File: src/rtl/gpr_wb_arb_pkg.sv
// Shared types for the GPR writeback arbiter: JTAG FSM states, write-source
// select encoding and default widths.
package gpr_arb_pkg;

  localparam int unsigned GPR_DATA_WIDTH = 32;
  localparam int unsigned GPR_ADDR_WIDTH = 5;

  typedef enum logic [1:0] {
    J_IDLE,
    J_ARB,
    J_ACC,
    J_DONE
  } jtag_state_e;

  typedef enum logic [2:0] {
    SEL_NONE,
    SEL_EX,
    SEL_LSU_BYP,
    SEL_LSU_BUF,
    SEL_JTAG
  } wsel_e;

endpackage

File: src/rtl/gpr_wb_arb_if.sv
// Bundle of every writeback, decode, debug and register-file signal around
// the arbiter; slave is the arbiter side, master the surrounding core.
interface gpr_wb_arb_if #(
  parameter int unsigned DATA_WIDTH = 32,
  parameter int unsigned ADDR_WIDTH = 5
);
  logic                  ex_wb_valid;
  logic [ADDR_WIDTH-1:0] ex_wb_addr;
  logic [DATA_WIDTH-1:0] ex_wb_data;
  logic                  lsu_wb_valid;
  logic [ADDR_WIDTH-1:0] lsu_wb_addr;
  logic [DATA_WIDTH-1:0] lsu_wb_data;
  logic                  lsu_wb_ready;
  logic                  lsu_issue_valid;
  logic [ADDR_WIDTH-1:0] lsu_issue_rd;
  logic [ADDR_WIDTH-1:0] dec_rs1_addr;
  logic [ADDR_WIDTH-1:0] dec_rs2_addr;
  logic [ADDR_WIDTH-1:0] dec_rd_addr;
  logic                  hazard_stall;
  logic                  jtag_req;
  logic                  jtag_we;
  logic [ADDR_WIDTH-1:0] jtag_addr;
  logic [DATA_WIDTH-1:0] jtag_wdata;
  logic                  jtag_ack;
  logic [DATA_WIDTH-1:0] jtag_rdata;
  logic                  gpr_we;
  logic [ADDR_WIDTH-1:0] gpr_waddr;
  logic [DATA_WIDTH-1:0] gpr_wdata;
  logic [ADDR_WIDTH-1:0] gpr_raddr;
  logic [DATA_WIDTH-1:0] gpr_rdata;

  modport slave (
    input  ex_wb_valid, ex_wb_addr, ex_wb_data,
    input  lsu_wb_valid, lsu_wb_addr, lsu_wb_data,
    output lsu_wb_ready,
    input  lsu_issue_valid, lsu_issue_rd,
    input  dec_rs1_addr, dec_rs2_addr, dec_rd_addr,
    output hazard_stall,
    input  jtag_req, jtag_we, jtag_addr, jtag_wdata,
    output jtag_ack, jtag_rdata,
    output gpr_we, gpr_waddr, gpr_wdata, gpr_raddr,
    input  gpr_rdata
  );

  modport master (
    output ex_wb_valid, ex_wb_addr, ex_wb_data,
    output lsu_wb_valid, lsu_wb_addr, lsu_wb_data,
    input  lsu_wb_ready,
    output lsu_issue_valid, lsu_issue_rd,
    output dec_rs1_addr, dec_rs2_addr, dec_rd_addr,
    input  hazard_stall,
    output jtag_req, jtag_we, jtag_addr, jtag_wdata,
    input  jtag_ack, jtag_rdata,
    input  gpr_we, gpr_waddr, gpr_wdata, gpr_raddr,
    output gpr_rdata
  );
endinterface

File: src/rtl/gpr_scoreboard.sv
// One busy bit per GPR tracking outstanding loads; register 0 is never busy.
module gpr_scoreboard #(
  parameter int unsigned ADDR_WIDTH = 5
) (
  input  logic                  clk,
  input  logic                  rst,
  input  logic                  set_en,
  input  logic [ADDR_WIDTH-1:0] set_addr,
  input  logic                  clr_en,
  input  logic [ADDR_WIDTH-1:0] clr_addr,
  input  logic [ADDR_WIDTH-1:0] rs1_addr,
  input  logic [ADDR_WIDTH-1:0] rs2_addr,
  input  logic [ADDR_WIDTH-1:0] rd_addr,
  output logic                  busy_rs1,
  output logic                  busy_rs2,
  output logic                  busy_rd,
  output logic                  all_clear,
  input  logic                  chk_valid,
  input  logic [ADDR_WIDTH-1:0] chk_addr
);
  localparam int unsigned NREGS = 2 ** ADDR_WIDTH;

  logic [NREGS-1:0] busy, busy_next;

  // Set is applied after clear so a same-cycle issue to a committing rd wins.
  always_comb begin
    busy_next = busy;
    if (clr_en) busy_next[clr_addr] = 1'b0;
    if (set_en) busy_next[set_addr] = 1'b1;
    busy_next[0] = 1'b0;
  end

  always_ff @(posedge clk) begin
    if (rst) busy <= '0;
    else     busy <= busy_next;
  end

  assign busy_rs1  = busy[rs1_addr];
  assign busy_rs2  = busy[rs2_addr];
  assign busy_rd   = busy[rd_addr];
  assign all_clear = (busy == '0);

  always_ff @(posedge clk) begin
    if (!rst && chk_valid)
      assert (!busy[chk_addr])
        else $error("WAW: ex writeback to outstanding load rd %0d", chk_addr);
  end
endmodule

File: src/rtl/gpr_wb_arb.sv
// GPR write-port arbiter: ex > LSU (skid buffer, then bypass) > JTAG, with
// load scoreboard, decode hazard stall and a four-phase JTAG access FSM.
module gpr_wb_arb
  import gpr_arb_pkg::*;
#(
  parameter int unsigned DATA_WIDTH = GPR_DATA_WIDTH,
  parameter int unsigned ADDR_WIDTH = GPR_ADDR_WIDTH
) (
  input logic         clk,
  input logic         rst,
  gpr_wb_arb_if.slave bus
);
  jtag_state_e state, state_next;
  wsel_e       sel;

  logic                  buf_valid;
  logic [ADDR_WIDTH-1:0] buf_addr;
  logic [DATA_WIDTH-1:0] buf_data;
  logic                  lsu_accept;
  logic                  busy_rs1, busy_rs2, busy_rd, all_clear;
  logic                  lsu_commit;
  logic [ADDR_WIDTH-1:0] commit_addr;

  // Everything except ex is masked while rst is high so nothing but ex can
  // write during reset, and buffered data is dropped rather than drained.
  assign bus.lsu_wb_ready = rst | ~buf_valid;
  assign lsu_accept       = bus.lsu_wb_valid & ~buf_valid & ~rst;

  always_comb begin
    sel           = SEL_NONE;
    bus.gpr_waddr = '0;
    bus.gpr_wdata = '0;
    if (bus.ex_wb_valid) begin
      sel           = SEL_EX;
      bus.gpr_waddr = bus.ex_wb_addr;
      bus.gpr_wdata = bus.ex_wb_data;
    end else if (buf_valid && !rst) begin
      sel           = SEL_LSU_BUF;
      bus.gpr_waddr = buf_addr;
      bus.gpr_wdata = buf_data;
    end else if (lsu_accept) begin
      sel           = SEL_LSU_BYP;
      bus.gpr_waddr = bus.lsu_wb_addr;
      bus.gpr_wdata = bus.lsu_wb_data;
    end else if (state == J_ACC && bus.jtag_we && !rst) begin
      sel           = SEL_JTAG;
      bus.gpr_waddr = bus.jtag_addr;
      bus.gpr_wdata = bus.jtag_wdata;
    end
  end

  assign bus.gpr_we    = (sel != SEL_NONE) && (bus.gpr_waddr != '0);
  assign bus.gpr_raddr = bus.jtag_addr;
  assign lsu_commit    = (sel == SEL_LSU_BUF) || (sel == SEL_LSU_BYP);
  assign commit_addr   = (sel == SEL_LSU_BUF) ? buf_addr : bus.lsu_wb_addr;

  always_ff @(posedge clk) begin
    if (rst) begin
      buf_valid <= 1'b0;
      buf_addr  <= '0;
      buf_data  <= '0;
    end else if (lsu_accept && bus.ex_wb_valid) begin
      buf_valid <= 1'b1;
      buf_addr  <= bus.lsu_wb_addr;
      buf_data  <= bus.lsu_wb_data;
    end else if (sel == SEL_LSU_BUF) begin
      buf_valid <= 1'b0;
    end
  end

  gpr_scoreboard #(.ADDR_WIDTH(ADDR_WIDTH)) u_sb (
    .clk       (clk),
    .rst       (rst),
    .set_en    (bus.lsu_issue_valid),
    .set_addr  (bus.lsu_issue_rd),
    .clr_en    (lsu_commit),
    .clr_addr  (commit_addr),
    .rs1_addr  (bus.dec_rs1_addr),
    .rs2_addr  (bus.dec_rs2_addr),
    .rd_addr   (bus.dec_rd_addr),
    .busy_rs1  (busy_rs1),
    .busy_rs2  (busy_rs2),
    .busy_rd   (busy_rd),
    .all_clear (all_clear),
    .chk_valid (bus.ex_wb_valid),
    .chk_addr  (bus.ex_wb_addr)
  );

  always_ff @(posedge clk) begin
    if (rst) state <= J_IDLE;
    else     state <= state_next;
  end

  always_comb begin
    state_next = state;
    case (state)
      J_IDLE: if (bus.jtag_req) state_next = J_ARB;
      J_ARB:  if (!bus.ex_wb_valid && !buf_valid && !bus.lsu_wb_valid && all_clear)
                state_next = J_ACC;
      J_ACC:  state_next = J_DONE;
      J_DONE: if (!bus.jtag_req) state_next = J_IDLE;
      default: state_next = J_IDLE;
    endcase
  end

  always_ff @(posedge clk) begin
    if (rst)                                  bus.jtag_rdata <= '0;
    else if (state == J_ACC && !bus.jtag_we)  bus.jtag_rdata <= bus.gpr_rdata;
  end

  assign bus.jtag_ack     = (state == J_DONE);
  assign bus.hazard_stall = ~rst & (busy_rs1 | busy_rs2 | busy_rd |
                                    (state == J_ARB) | (state == J_ACC));
endmodule

File: src/flat_wrapper.sv
// flat-port wrapper written by rule: the top's interface ports become plain ports
module gpr_wb_arb_flat import gpr_arb_pkg::*;
#(
  parameter int unsigned DATA_WIDTH = GPR_DATA_WIDTH,
  parameter int unsigned ADDR_WIDTH = GPR_ADDR_WIDTH
)
  (clk, rst, bus_ex_wb_valid, bus_ex_wb_addr, bus_ex_wb_data, bus_lsu_wb_valid, bus_lsu_wb_addr, bus_lsu_wb_data, bus_lsu_wb_ready, bus_lsu_issue_valid, bus_lsu_issue_rd, bus_dec_rs1_addr, bus_dec_rs2_addr, bus_dec_rd_addr, bus_hazard_stall, bus_jtag_req, bus_jtag_we, bus_jtag_addr, bus_jtag_wdata, bus_jtag_ack, bus_jtag_rdata, bus_gpr_we, bus_gpr_waddr, bus_gpr_wdata, bus_gpr_raddr, bus_gpr_rdata);
  gpr_wb_arb_if #(.DATA_WIDTH(DATA_WIDTH), .ADDR_WIDTH(ADDR_WIDTH)) bus_i ();
  input logic clk;
  input logic rst;
  input wire logic [$bits(bus_i.ex_wb_valid)-1:0] bus_ex_wb_valid;
  input wire logic [$bits(bus_i.ex_wb_addr)-1:0] bus_ex_wb_addr;
  input wire logic [$bits(bus_i.ex_wb_data)-1:0] bus_ex_wb_data;
  input wire logic [$bits(bus_i.lsu_wb_valid)-1:0] bus_lsu_wb_valid;
  input wire logic [$bits(bus_i.lsu_wb_addr)-1:0] bus_lsu_wb_addr;
  input wire logic [$bits(bus_i.lsu_wb_data)-1:0] bus_lsu_wb_data;
  output wire logic [$bits(bus_i.lsu_wb_ready)-1:0] bus_lsu_wb_ready;
  input wire logic [$bits(bus_i.lsu_issue_valid)-1:0] bus_lsu_issue_valid;
  input wire logic [$bits(bus_i.lsu_issue_rd)-1:0] bus_lsu_issue_rd;
  input wire logic [$bits(bus_i.dec_rs1_addr)-1:0] bus_dec_rs1_addr;
  input wire logic [$bits(bus_i.dec_rs2_addr)-1:0] bus_dec_rs2_addr;
  input wire logic [$bits(bus_i.dec_rd_addr)-1:0] bus_dec_rd_addr;
  output wire logic [$bits(bus_i.hazard_stall)-1:0] bus_hazard_stall;
  input wire logic [$bits(bus_i.jtag_req)-1:0] bus_jtag_req;
  input wire logic [$bits(bus_i.jtag_we)-1:0] bus_jtag_we;
  input wire logic [$bits(bus_i.jtag_addr)-1:0] bus_jtag_addr;
  input wire logic [$bits(bus_i.jtag_wdata)-1:0] bus_jtag_wdata;
  output wire logic [$bits(bus_i.jtag_ack)-1:0] bus_jtag_ack;
  output wire logic [$bits(bus_i.jtag_rdata)-1:0] bus_jtag_rdata;
  output wire logic [$bits(bus_i.gpr_we)-1:0] bus_gpr_we;
  output wire logic [$bits(bus_i.gpr_waddr)-1:0] bus_gpr_waddr;
  output wire logic [$bits(bus_i.gpr_wdata)-1:0] bus_gpr_wdata;
  output wire logic [$bits(bus_i.gpr_raddr)-1:0] bus_gpr_raddr;
  input wire logic [$bits(bus_i.gpr_rdata)-1:0] bus_gpr_rdata;
  assign bus_i.ex_wb_valid = bus_ex_wb_valid;
  assign bus_i.ex_wb_addr = bus_ex_wb_addr;
  assign bus_i.ex_wb_data = bus_ex_wb_data;
  assign bus_i.lsu_wb_valid = bus_lsu_wb_valid;
  assign bus_i.lsu_wb_addr = bus_lsu_wb_addr;
  assign bus_i.lsu_wb_data = bus_lsu_wb_data;
  assign bus_lsu_wb_ready = bus_i.lsu_wb_ready;
  assign bus_i.lsu_issue_valid = bus_lsu_issue_valid;
  assign bus_i.lsu_issue_rd = bus_lsu_issue_rd;
  assign bus_i.dec_rs1_addr = bus_dec_rs1_addr;
  assign bus_i.dec_rs2_addr = bus_dec_rs2_addr;
  assign bus_i.dec_rd_addr = bus_dec_rd_addr;
  assign bus_hazard_stall = bus_i.hazard_stall;
  assign bus_i.jtag_req = bus_jtag_req;
  assign bus_i.jtag_we = bus_jtag_we;
  assign bus_i.jtag_addr = bus_jtag_addr;
  assign bus_i.jtag_wdata = bus_jtag_wdata;
  assign bus_jtag_ack = bus_i.jtag_ack;
  assign bus_jtag_rdata = bus_i.jtag_rdata;
  assign bus_gpr_we = bus_i.gpr_we;
  assign bus_gpr_waddr = bus_i.gpr_waddr;
  assign bus_gpr_wdata = bus_i.gpr_wdata;
  assign bus_gpr_raddr = bus_i.gpr_raddr;
  assign bus_i.gpr_rdata = bus_gpr_rdata;
  gpr_wb_arb #(.DATA_WIDTH(DATA_WIDTH), .ADDR_WIDTH(ADDR_WIDTH)) u_core (.clk(clk), .rst(rst), .bus(bus_i));
endmodule
File: config.mk
export PLATFORM = sky130hd
export DESIGN_NAME = gpr_wb_arb_flat
export DESIGN_NICKNAME = d
export VERILOG_FILES = /design/src/rtl/gpr_wb_arb_pkg.sv /design/src/rtl/gpr_wb_arb_if.sv /design/src/rtl/gpr_scoreboard.sv /design/src/rtl/gpr_wb_arb.sv /design/src/flat_wrapper.sv
export SDC_FILE = /design/constraint.sdc
export NUM_CORES = 1
export LEC_CHECK = 0
export ABC_AREA = 1
export BUFFER_PORTS_ARGS = -buffer_cell sky130_fd_sc_hd__buf_2
export CORE_UTILIZATION = 40
export CTS_CLUSTER_DIAMETER = 150
export CTS_CLUSTER_SIZE = 25
export DETAILED_ROUTE_END_ITERATION = 16
export PLACE_DENSITY = 0.68
export SKIP_LAST_GASP = 1
export SLEW_MARGIN = 20
export SYNTH_ARGS = -nofsm -noshare
export SYNTH_HDL_FRONTEND = slang
export SYNTH_SLANG_ARGS = --single-unit
export TNS_END_PERCENT = 5
File: constraint.sdc
create_clock -name clk -period 2.85 [get_ports clk]
set_input_delay 0.4275 -clock clk [delete_from_list [all_inputs] [get_ports clk]]
set_output_delay 0.4275 -clock clk [all_outputs]
set_load 0.03 [all_outputs]
Word-level counts from Yosys, hierarchy flattened

Cells that the tools add are included.

Register bits: 104
Input port bits: 170
Output and inout port bits: 78
Logic and storage cells: 89

Magnitude comparators: 7
Equal/unequal tests: 8
Multiplexer cells: 31
Bitwise logic cells: 13
Reductions and logical operators: 23

Operators with widths:

| kind                 | number |
|---|---|
| $mux W32             | 6 |
| $and A32 B32 Y32     | 1 |
| $logic_not A32 Y1    | 1 |
| $not A32 Y32         | 1 |
| $or A32 B32 Y32      | 1 |
| $lt A5 B6 Y1 const B | 5 |
| $mux W5              | 5 |
| $bmux W1 S5          | 3 |
| $mux W3              | 4 |
| $logic_and A1 B1 Y1  | 11 |
| $demux W1 S5         | 2 |
| $ge A5 B1 Y1 const B | 2 |
| $pmux W2 S4          | 1 |
| $mux W1              | 7 |
| $eq A3 B2 Y1 const B | 2 |
| $mux W2              | 3 |
| $logic_not A1 Y1     | 5 |
| $or A1 B1 Y1         | 5 |
| $reduce_bool A5 Y1   | 1 |
| $eq A2 B2 Y1 const B | 2 |
| $ne A2 B2 Y1 const B | 2 |
| $and A1 B1 Y1        | 3 |
| $reduce_and A3 Y1    | 1 |
| $reduce_bool A3 Y1   | 1 |
| 6 further kinds      | 7 |

Longest topological paths before layout

Gate-level depths: netlist of the first run.

Depth in word-level cells: 18
Gate-level depth with buffers: 12

Hierarchy

A second synthesis of the first run with hierarchy kept.

Cell total of the unflattened synthesis: 984
Area total of the unflattened synthesis: 6,089.6 µm²

By module, submodules not included:

| module         | times used | cells an instance | area an instance (µm²) | sequential area each (µm²) |
|---|---|---|---|---|
| gpr_wb_arb     | 1          | 580               | 3,702.3                | 1,441.4 |
| gpr_scoreboard | 1          | 404               | 2,387.3                | 620.6 |

Worst setup path before layout of the first run

Ideal clock, no wire load.

Kind: input-to-output
Start point: input port rst
End point: output port bus_gpr_we
Arrival: 2.081 ns
Required time: 2.423 ns
Slack: 0.342 ns
Stages: 10
Path buffers: 2
Cells stage by stage: buf_6 > inv_4 > nand2_2 > nand2_1 > nor2_2 > buf_2 > nand2_1 > o2111ai_1 > nor2_1 > nand3_1

Longest elaborated chain between the ends: 8

Ends and longest elaborated chain:

| what                    | line                               | RTL |
|---|---|---|
| from (decl)             | flat_wrapper.sv:10                 | `input logic rst;` |
| $logic_not A1 Y1        | gpr_wb_arb.sv:37, gpr_wb_arb.sv:45 |  |
| $logic_and A1 B1 Y1     | gpr_wb_arb.sv:45                   | `end else if (state == J_ACC && bus.jtag_we && !rst) begin` |
| $mux W5                 | gpr_wb_arb.sv:45                   |  |
| $mux W5                 | gpr_wb_arb.sv:41                   | `end else if (lsu_accept) begin` |
| $mux W5 (*)             | gpr_wb_arb.sv:37                   | `end else if (buf_valid && !rst) begin` |
| $mux W5 (*)             | gpr_wb_arb.sv:33                   | `if (bus.ex_wb_valid) begin` |
| net bus_gpr_waddr[1]    | flat_wrapper.sv:31                 | `output wire logic [$bits(bus_i.gpr_waddr)-1:0] bus_gpr_waddr;` |
| $reduce_bool A5 Y1 (*)  | gpr_wb_arb.sv:52                   | `assign bus.gpr_we = (sel != SEL_NONE) && (bus.gpr_waddr != '0);` |
| $logic_and A1 B1 Y1 (*) | gpr_wb_arb.sv:52                   |  |
| to (decl)               | flat_wrapper.sv:30                 | `output wire logic [$bits(bus_i.gpr_we)-1:0] bus_gpr_we;` |

The timed path passes the listed nets; every way through them passes the cells marked *.

Final worst setup path of the first run

Start point: register u_core.state[0]
End point: output port bus_gpr_wdata[2]

Longest elaborated chain between the ends: 7

Ends and longest elaborated chain:

| what                              | line               | RTL |
|---|---|---|
| from (decl)                       | gpr_wb_arb.sv:13   | `jtag_state_e state, state_next;` |
| from (signal assigned)            | gpr_wb_arb.sv:91   | `else state <= state_next;` |
| $eq A2 B2 Y1                      | gpr_wb_arb.sv:45   |  |
| $logic_and A1 B1 Y1 (2 in series) | gpr_wb_arb.sv:45   |  |
| $mux W32                          | gpr_wb_arb.sv:45   |  |
| $mux W32                          | gpr_wb_arb.sv:41   |  |
| $mux W32                          | gpr_wb_arb.sv:37   |  |
| $mux W32                          | gpr_wb_arb.sv:33   |  |
| to (decl)                         | flat_wrapper.sv:32 | `output wire logic [$bits(bus_i.gpr_wdata)-1:0] bus_gpr_wdata;` |

Every way passes these cells.

==> flow_metrics.env, run 1 <==
export IMPL_synthCells=983
export IMPL_place_congestion=0.921
export IMPL_hold_class="primary input to register"
export IMPL_wl_um=21700
export IMPL_whs_ns=0.282
export IMPL_die_width_um=124
export IMPL_worst_setup_path_type="register to output port"
export IMPL_finalHoldViolations=0
export IMPL_status="complete, no violations"
export IMPL_core_area_sq_mm=0.0146
export IMPL_maxCapViolCount=0
export IMPL_io_pins=248
export IMPL_cp_end_kind="output port"
export IMPL_cts_hold_buf=0
export IMPL_finalCriticalPeriod_ns=2.62
export IMPL_p_leak_nw=3.86
export IMPL_cts_buffers=9
export IMPL_die_h_um=124
export IMPL_worstSetupStartpointType="register"
export IMPL_rsz0062_at_grt="true"
export IMPL_irDropWorstVdd_mv=0.482
export IMPL_grt_antenna_before_repair=5
export IMPL_worstPathArrival_ns=2.19
export IMPL_drv_slew=0
export IMPL_cts_sinks=103
export IMPL_max_freq_mhz=382
export IMPL_syn_avg_cell_area_sq_um=6.10
export IMPL_r2r_start="u_core.buf_valid"
export IMPL_clock_skew_ns=0.00845
export IMPL_ys_seq_elements=103
export IMPL_dp_hpwl_um=16200
export IMPL_power_density_mw_per_mm2=543
export IMPL_path_clk_slew_ns=0.08
export IMPL_htree_levels=3
export IMPL_vias=7284
export IMPL_dp_cells=1374
export IMPL_total_power_mw=4.15
export IMPL_grt_pass1_vias=6592
export IMPL_seq_area_frac_synth_pct=34.4
export IMPL_period_share_pct=91.8
export IMPL_clock_latency_ns=0.35
export IMPL_rows=44
export IMPL_grt_max_degree=46
export IMPL_cts_resized=0
export IMPL_antenna_left=0
export IMPL_grt_overflow=0
export IMPL_dp_slack_ns=0.391
export IMPL_viasPerCell=5.22
export IMPL_setup_viol=0
export IMPL_cts_tree="yes"
export IMPL_portBuffers=247
export IMPL_instances_no_fill=1396
export IMPL_drc=0
export IMPL_area_growth_pct=27.4
export IMPL_setup_slack_ns=0.232
export IMPL_cts_root_buf="clkbuf_16"
export IMPL_max_slew_margin_pct=35.2
export IMPL_yosys_warnings=0
export IMPL_layout_nets=1375
export IMPL_syn_num_nets=1157
export IMPL_drive_gt1_share_pct=25.0
export IMPL_hp_start="bus_gpr_rdata[30]"
export IMPL_worst_pin_slew_ns=0.967
export IMPL_drtPass1Iterations=6
export IMPL_grt_pass1_wl_um=33900
export IMPL_wl_per_cell_um=15.5
export IMPL_postCtsSetupBuffers=0
export IMPL_synth_area_sq_mm=0.00600
export IMPL_initial_core_util_pct=41.1
export IMPL_die_area_sq_mm=0.0155
export IMPL_synth_distinct_cells=29
export IMPL_cts_max_path_buffers=2
export IMPL_grt_usage_pct=27.3
export IMPL_required_ns=2.42
export IMPL_startpoint="u_core.state[0]"
export IMPL_cp_max_fo=6
export IMPL_drtIter0Drc=524
-- sequential cells by signal, summed over array words and instances (netlist names) --
signal                 count
u_core.buf_addr            5
u_core.buf_data           32
u_core.buf_valid           1
u_core.bus.jtag_rdata     32
u_core.state               2
u_core.u_sb.busy          31
-- cells by family after synthesis --
logic type / count (synthesis) / synth area share, %
buffers and inverters: 128 / 9.07
adders and majority gates: 4 / 0.834
DFF: 103 / 34.4
AOI/OAI and AO/OA: 177 / 15.6
and+or+nand+nor: 571 / 40.1
-- placed cells by master, fill, tap and decap left out --
cell,netlist,final
clkinv_1,0,1
clkinv_8,0,1
buf_4,8,13
nand3_2,5,5
buf_6,3,1
o21ai_1,30,30
inv_4,2,2
o21ai_2,2,2
a21oi_2,3,3
a221oi_1,1,1
diode_2,0,6
clkinvlp_4,0,2
o211ai_1,5,5
o2111ai_1,2,2
nor2_4,1,2
nand2_2,4,4
dfxtp_1,103,103
o22ai_1,5,5
inv_2,5,5
buf_2,5,247
a21oi_1,51,51
nor2_2,3,2
inv_1,67,66
a211oi_1,1,1
nand2_1,284,284
nand4_1,32,32
ha_1,4,4
nand3_1,76,76
bufinv_16,0,1
o21ai_0,77,77
nor2_1,153,153
clkbuf_1,38,1
clkbuf_16,0,9
nor3_1,12,12
nor2_8,1,1
inv_6,0,2
-- worst max-delay path, cell delays in order, from the launching register on --
cell and delay, ns:
dfxtp_1 0.34, inv_1 0.09, ha_1 0.18, nand2_1 0.05, nor2_1 0.13, nand2_1 0.13
inv_1 0.23, nand2_1 0.10, nand3_1 0.07, o21ai_0 0.14, o21ai_0 0.17, buf_2 0.21
-- layout make-up --
class	instances	area, sq um
clock buffer	10	229
multi-input combinational	752	3400
fill	1539	6950
timing repair buffer	261	1350
inverter	74	283
antenna	6	15.0
tap	184	230
clock inverter	6	78.8
sequential	103	2060
-- metrics by stage --
stage	TNS (ns)	instance area, sq um	util (%)
5_1_grt	-0.0129	7640	52.3
4_1_cts	0	7620	52.2
6_report	0	7640	52.4
2_1_floorplan	0	6000	-
3_3_place_gp	0	7310	50.1
3_5_place_dp	0	7310	50.1
-- cells in the mapped netlist (all sizes together) --
| library cell | number | share of area [%] |
|---|---|---|
| a21oi | 54 | 4.7 |
| a221oi | 1 | 0.15 |
| o21ai | 109 | 9.2 |
| ha | 4 | 0.83 |
| inv | 74 | 4.7 |
| o211ai | 5 | 0.63 |
| nand4 | 32 | 3.3 |
| clkbuf | 38 | 2.4 |
| o22ai | 5 | 0.52 |
| nor3 | 12 | 1.0 |
| buf | 16 | 2.0 |
| nand2 | 288 | 18 |
| a211oi | 1 | 0.13 |
| nand3 | 81 | 7.2 |
| o2111ai | 2 | 0.29 |
| dfxtp | 103 | 34 |
| nor2 | 158 | 10 |
-- routing by layer --
metal,global-route usage (%),share of wire (%),routed length (um)
met1,34.9,43,9350
met2,44.6,47,10300
met3,5.46,6.7,1460
met4,11.6,2.7,596
met5,0,0,0
-- where the power goes --
part           internal, mW  switching [mW]  total (mW)
combinational         0.386           0.832        1.22
clock                 0.696           0.593        1.29
sequential             1.57          0.0691        1.64
total                  2.65            1.49        4.15
-- final timing paths --
check        slack (ns)  cells past startpoint                   endpoint
max                0.23                     11           bus_gpr_wdata[2]
min                0.28                      3  u_core.bus.jtag_rdata[30]
max reg2reg        0.83                      6        u_core.buf_data[15]
min reg2reg        0.48                      2       u_core.u_sb.busy[28]
Power figures use the tool's default switching activity.
==> run 2: changes to the inputs <==
Settings changed: CORE_MARGIN set to 2, SYNTH_HIERARCHICAL set to 1.
==> flow_metrics.env, run 2 <==
export IMPL_grt_usage_pct=26.7
export IMPL_portBuffers=247
export IMPL_area_growth_pct=27.0
export IMPL_synth_area_sq_mm=0.00609
export IMPL_layout_nets=1378
export IMPL_worst_pin_slew_ns=0.617
export IMPL_cts_hold_buf=0
export IMPL_final_common_cell="nand2_1"
export IMPL_synth_top_area_share_pct=33.9
export IMPL_drtPass1Iterations=5
export IMPL_cpPeakStageDelay_ns=0.34
export IMPL_rows=45
export IMPL_p_leak_nw=3.82
export IMPL_worstPathArrival_ns=2.19
export IMPL_crit_slowest_cell="dfxtp_1"
export IMPL_initial_core_util_pct=40.5
export IMPL_clockPowerShare_pct=32.2
export IMPL_grt_antenna_before_repair=3
export IMPL_synth_common_cells="nand2_1, nor2_1, nand3_1"
export IMPL_path_cells="inv_1, ha_1, nand2_1, nor2_1, nand2_2, inv_2, nand2_1, nand3_1, o211ai_1, nand2_1, buf_2"
export IMPL_cts_tree="yes"
export IMPL_antenna_left=0
export IMPL_grt_max_degree=53
export IMPL_yosys_warnings=6
export IMPL_cp_max_fo=12
export IMPL_power_density_mw_per_mm2=551
export IMPL_cp_end_kind="output port"
export IMPL_synthCells=984
export IMPL_viasPerCell=5.27
export IMPL_worstSetupStartpointType="register"
export IMPL_core_area_sq_mm=0.0150
export IMPL_swShare_pct=35.4
export IMPL_synth_most_common_cell="nand2_1"
export IMPL_ys_top_cells_by_area="dfxtp_1, nand2_1, nor2_1, nand3_1, o21ai_0"
export IMPL_final_area_sq_mm=0.00773
export IMPL_synth_edff_count=0
export IMPL_die_width_um=127
export IMPL_die_area_sq_mm=0.0162
export IMPL_irDropWorstVdd_mv=0.393
export IMPL_async_reset_ff_share_pct=0
export IMPL_ys_seq_elements=103
export IMPL_synth_distinct_cells=34
export IMPL_finalHoldViolations=0
export IMPL_rsz0062_at_grt="false"
export IMPL_cts_max_path_buffers=2
export IMPL_power_switching_mw=1.51
export IMPL_finalCriticalPeriod_ns=2.62
export IMPL_max_slew_margin_pct=58.8
export IMPL_cts_resized=0
export IMPL_syn_avg_cell_area_sq_um=6.19
export IMPL_critPathMostFrequentCell="nand2_1"
export IMPL_grt_pass1_vias=6771
export IMPL_comb_power_share_pct=29.1
export IMPL_fillers=1646
export IMPL_mostFrequentLayoutCells="nand2_1, buf_2, nor2_1"
export IMPL_grt_pass1_wl_um=34800
export IMPL_clock_skew_ns=0.0108
export IMPL_path_clk_slew_ns=0.08
export IMPL_reg_top3="u_core/buf_data (32), u_core/bus.jtag_rdata (32), u_core/u_sb/busy (31)"
export IMPL_drive_gt1_share_pct=26.6
export IMPL_io_pins=248
export IMPL_required_ns=2.42
export IMPL_place_congestion=0.905
export IMPL_period_share_pct=92.0
export IMPL_status="complete, no violations"
export IMPL_drtIter0Drc=584
export IMPL_clock_latency_ns=0.35
export IMPL_vias=7372
export IMPL_grt_overflow=0
export IMPL_cts_sinks=103
export IMPL_maxCapViolCount=0
export IMPL_drc=0
export IMPL_worst_setup_path_type="register to output port"
export IMPL_power_frac_seq_pct=38.7
export IMPL_dp_slack_ns=0.335
export IMPL_p_int_mw=2.75
export IMPL_synth_top_area_cell="dfxtp_1"
export IMPL_cts_root_buf="clkbuf_16"
export IMPL_htree_levels=3
export IMPL_placed_cell_area_sq_mm=0.00736
export IMPL_die_h_um=127
export IMPL_wl_um=22000
export IMPL_setup_viol=0
export IMPL_instances_no_fill=1400
export IMPL_dp_hpwl_um=15900
export IMPL_max_freq_mhz=381
export IMPL_cts_buffers=9
export IMPL_ys_flop_type="dfxtp_1"
export IMPL_hold_class="primary input to register"
export IMPL_syn_num_nets=1158
export IMPL_setup_slack_ns=0.228
export IMPL_drv_slew=0
export IMPL_seq_area_frac_synth_pct=33.9
export IMPL_wl_per_cell_um=15.7
export IMPL_dp_cells=1378
export IMPL_fin_setup_tns_ns=0
==> run 2: cell count changes in the layout (fill, tap and decap cells not counted), moves of 8 or more <==
cell / delta
inv_1: -36
nand3_1: +28
o21ai_1: -27
o21ai_0: +24
nand2_1: +18
inv_2: +14
nor3_1: -10
nand4_1: -9
a21oi_1: -8
nor3_2: +8
==> run 2: final timing paths <==
check,startpoint,endpoint,slack [ns],cells after the start
worst max-delay path,u_core/state[0],bus_gpr_wdata[1],0.23,11
worst min register to register,u_core/bus.jtag_rdata[6],u_core/bus.jtag_rdata[6],0.52,2
worst min-delay path,bus_gpr_rdata[4],u_core/bus.jtag_rdata[4],0.29,3
worst max register to register,u_core/buf_valid,u_core/u_sb/busy[12],0.83,10
==> run 2: cell families after synthesis <==
group / share of synthesized area (%)
adders and majority gates: 0.822
muxes: 0.164
buffers and inverters: 8.36
AOI/OAI and AO/OA: 13.8
and+or+nand+nor: 43.0
DFF: 33.9
==> run 2: critical path, delay by kind of cell, from the launching register on <==
| family | cells | cell delay (ns) |
|---|---|---|
| AOI/OAI and AO/OA | 1 | 0.12 |
| DFF | 1 | 0.34 |
| buffers and inverters | 3 | 0.49 |
| and+or+nand+nor | 6 | 0.67 |
| adders and majority gates | 1 | 0.23 |
==> run 2: per-stage QoR <==
step	util [%]	hold slack, ns	power, mW
6_report	51.4	0.295	4.26
5_1_grt	51.4	0.289	4.49
4_1_cts	51.1	0.283	4.27
3_5_place_dp	49.0	0.495	2.90
3_3_place_gp	49.0	0.489	2.90
2_1_floorplan	-	0.462	2.50
==> run 2: layout make-up <==
class	instances	area [sq um]	area share (%)
multi-input combinational	774	3520	45.5
sequential	103	2060	26.7
timing repair buffer	264	1380	17.8
tap	188	235	3.04
clock buffer	9	225	2.91
inverter	52	203	2.62
clock inverter	7	104	1.34
antenna	3	7.51	0.0971
==> run 2: routing by layer <==
metal	track usage [%]	vias to the layer above	routed length (um)
li1	-	3674	-
met2	44.5	326	10700
met3	6.11	37	1760
met1	33.8	3335	9090
met4	9.57	0	463
met5	0	-	0
==> run 2: repair_timing <==
item	4_1_cts	5_1_grt
endpoints found under the hold margin	0	0
endpoints found under the setup margin	0	7
setup buffers	0	3
==> run 2: power by group through the flow <==
stage	registers (mW)	clock network [mW]	logic [mW]
finish	1.65	1.37	1.24
global route	1.66	1.46	1.36
CTS	1.65	1.40	1.23
detailed placement	1.67	0	1.23
global placement	1.68	0	1.22
floorplan	1.83	0	0.663
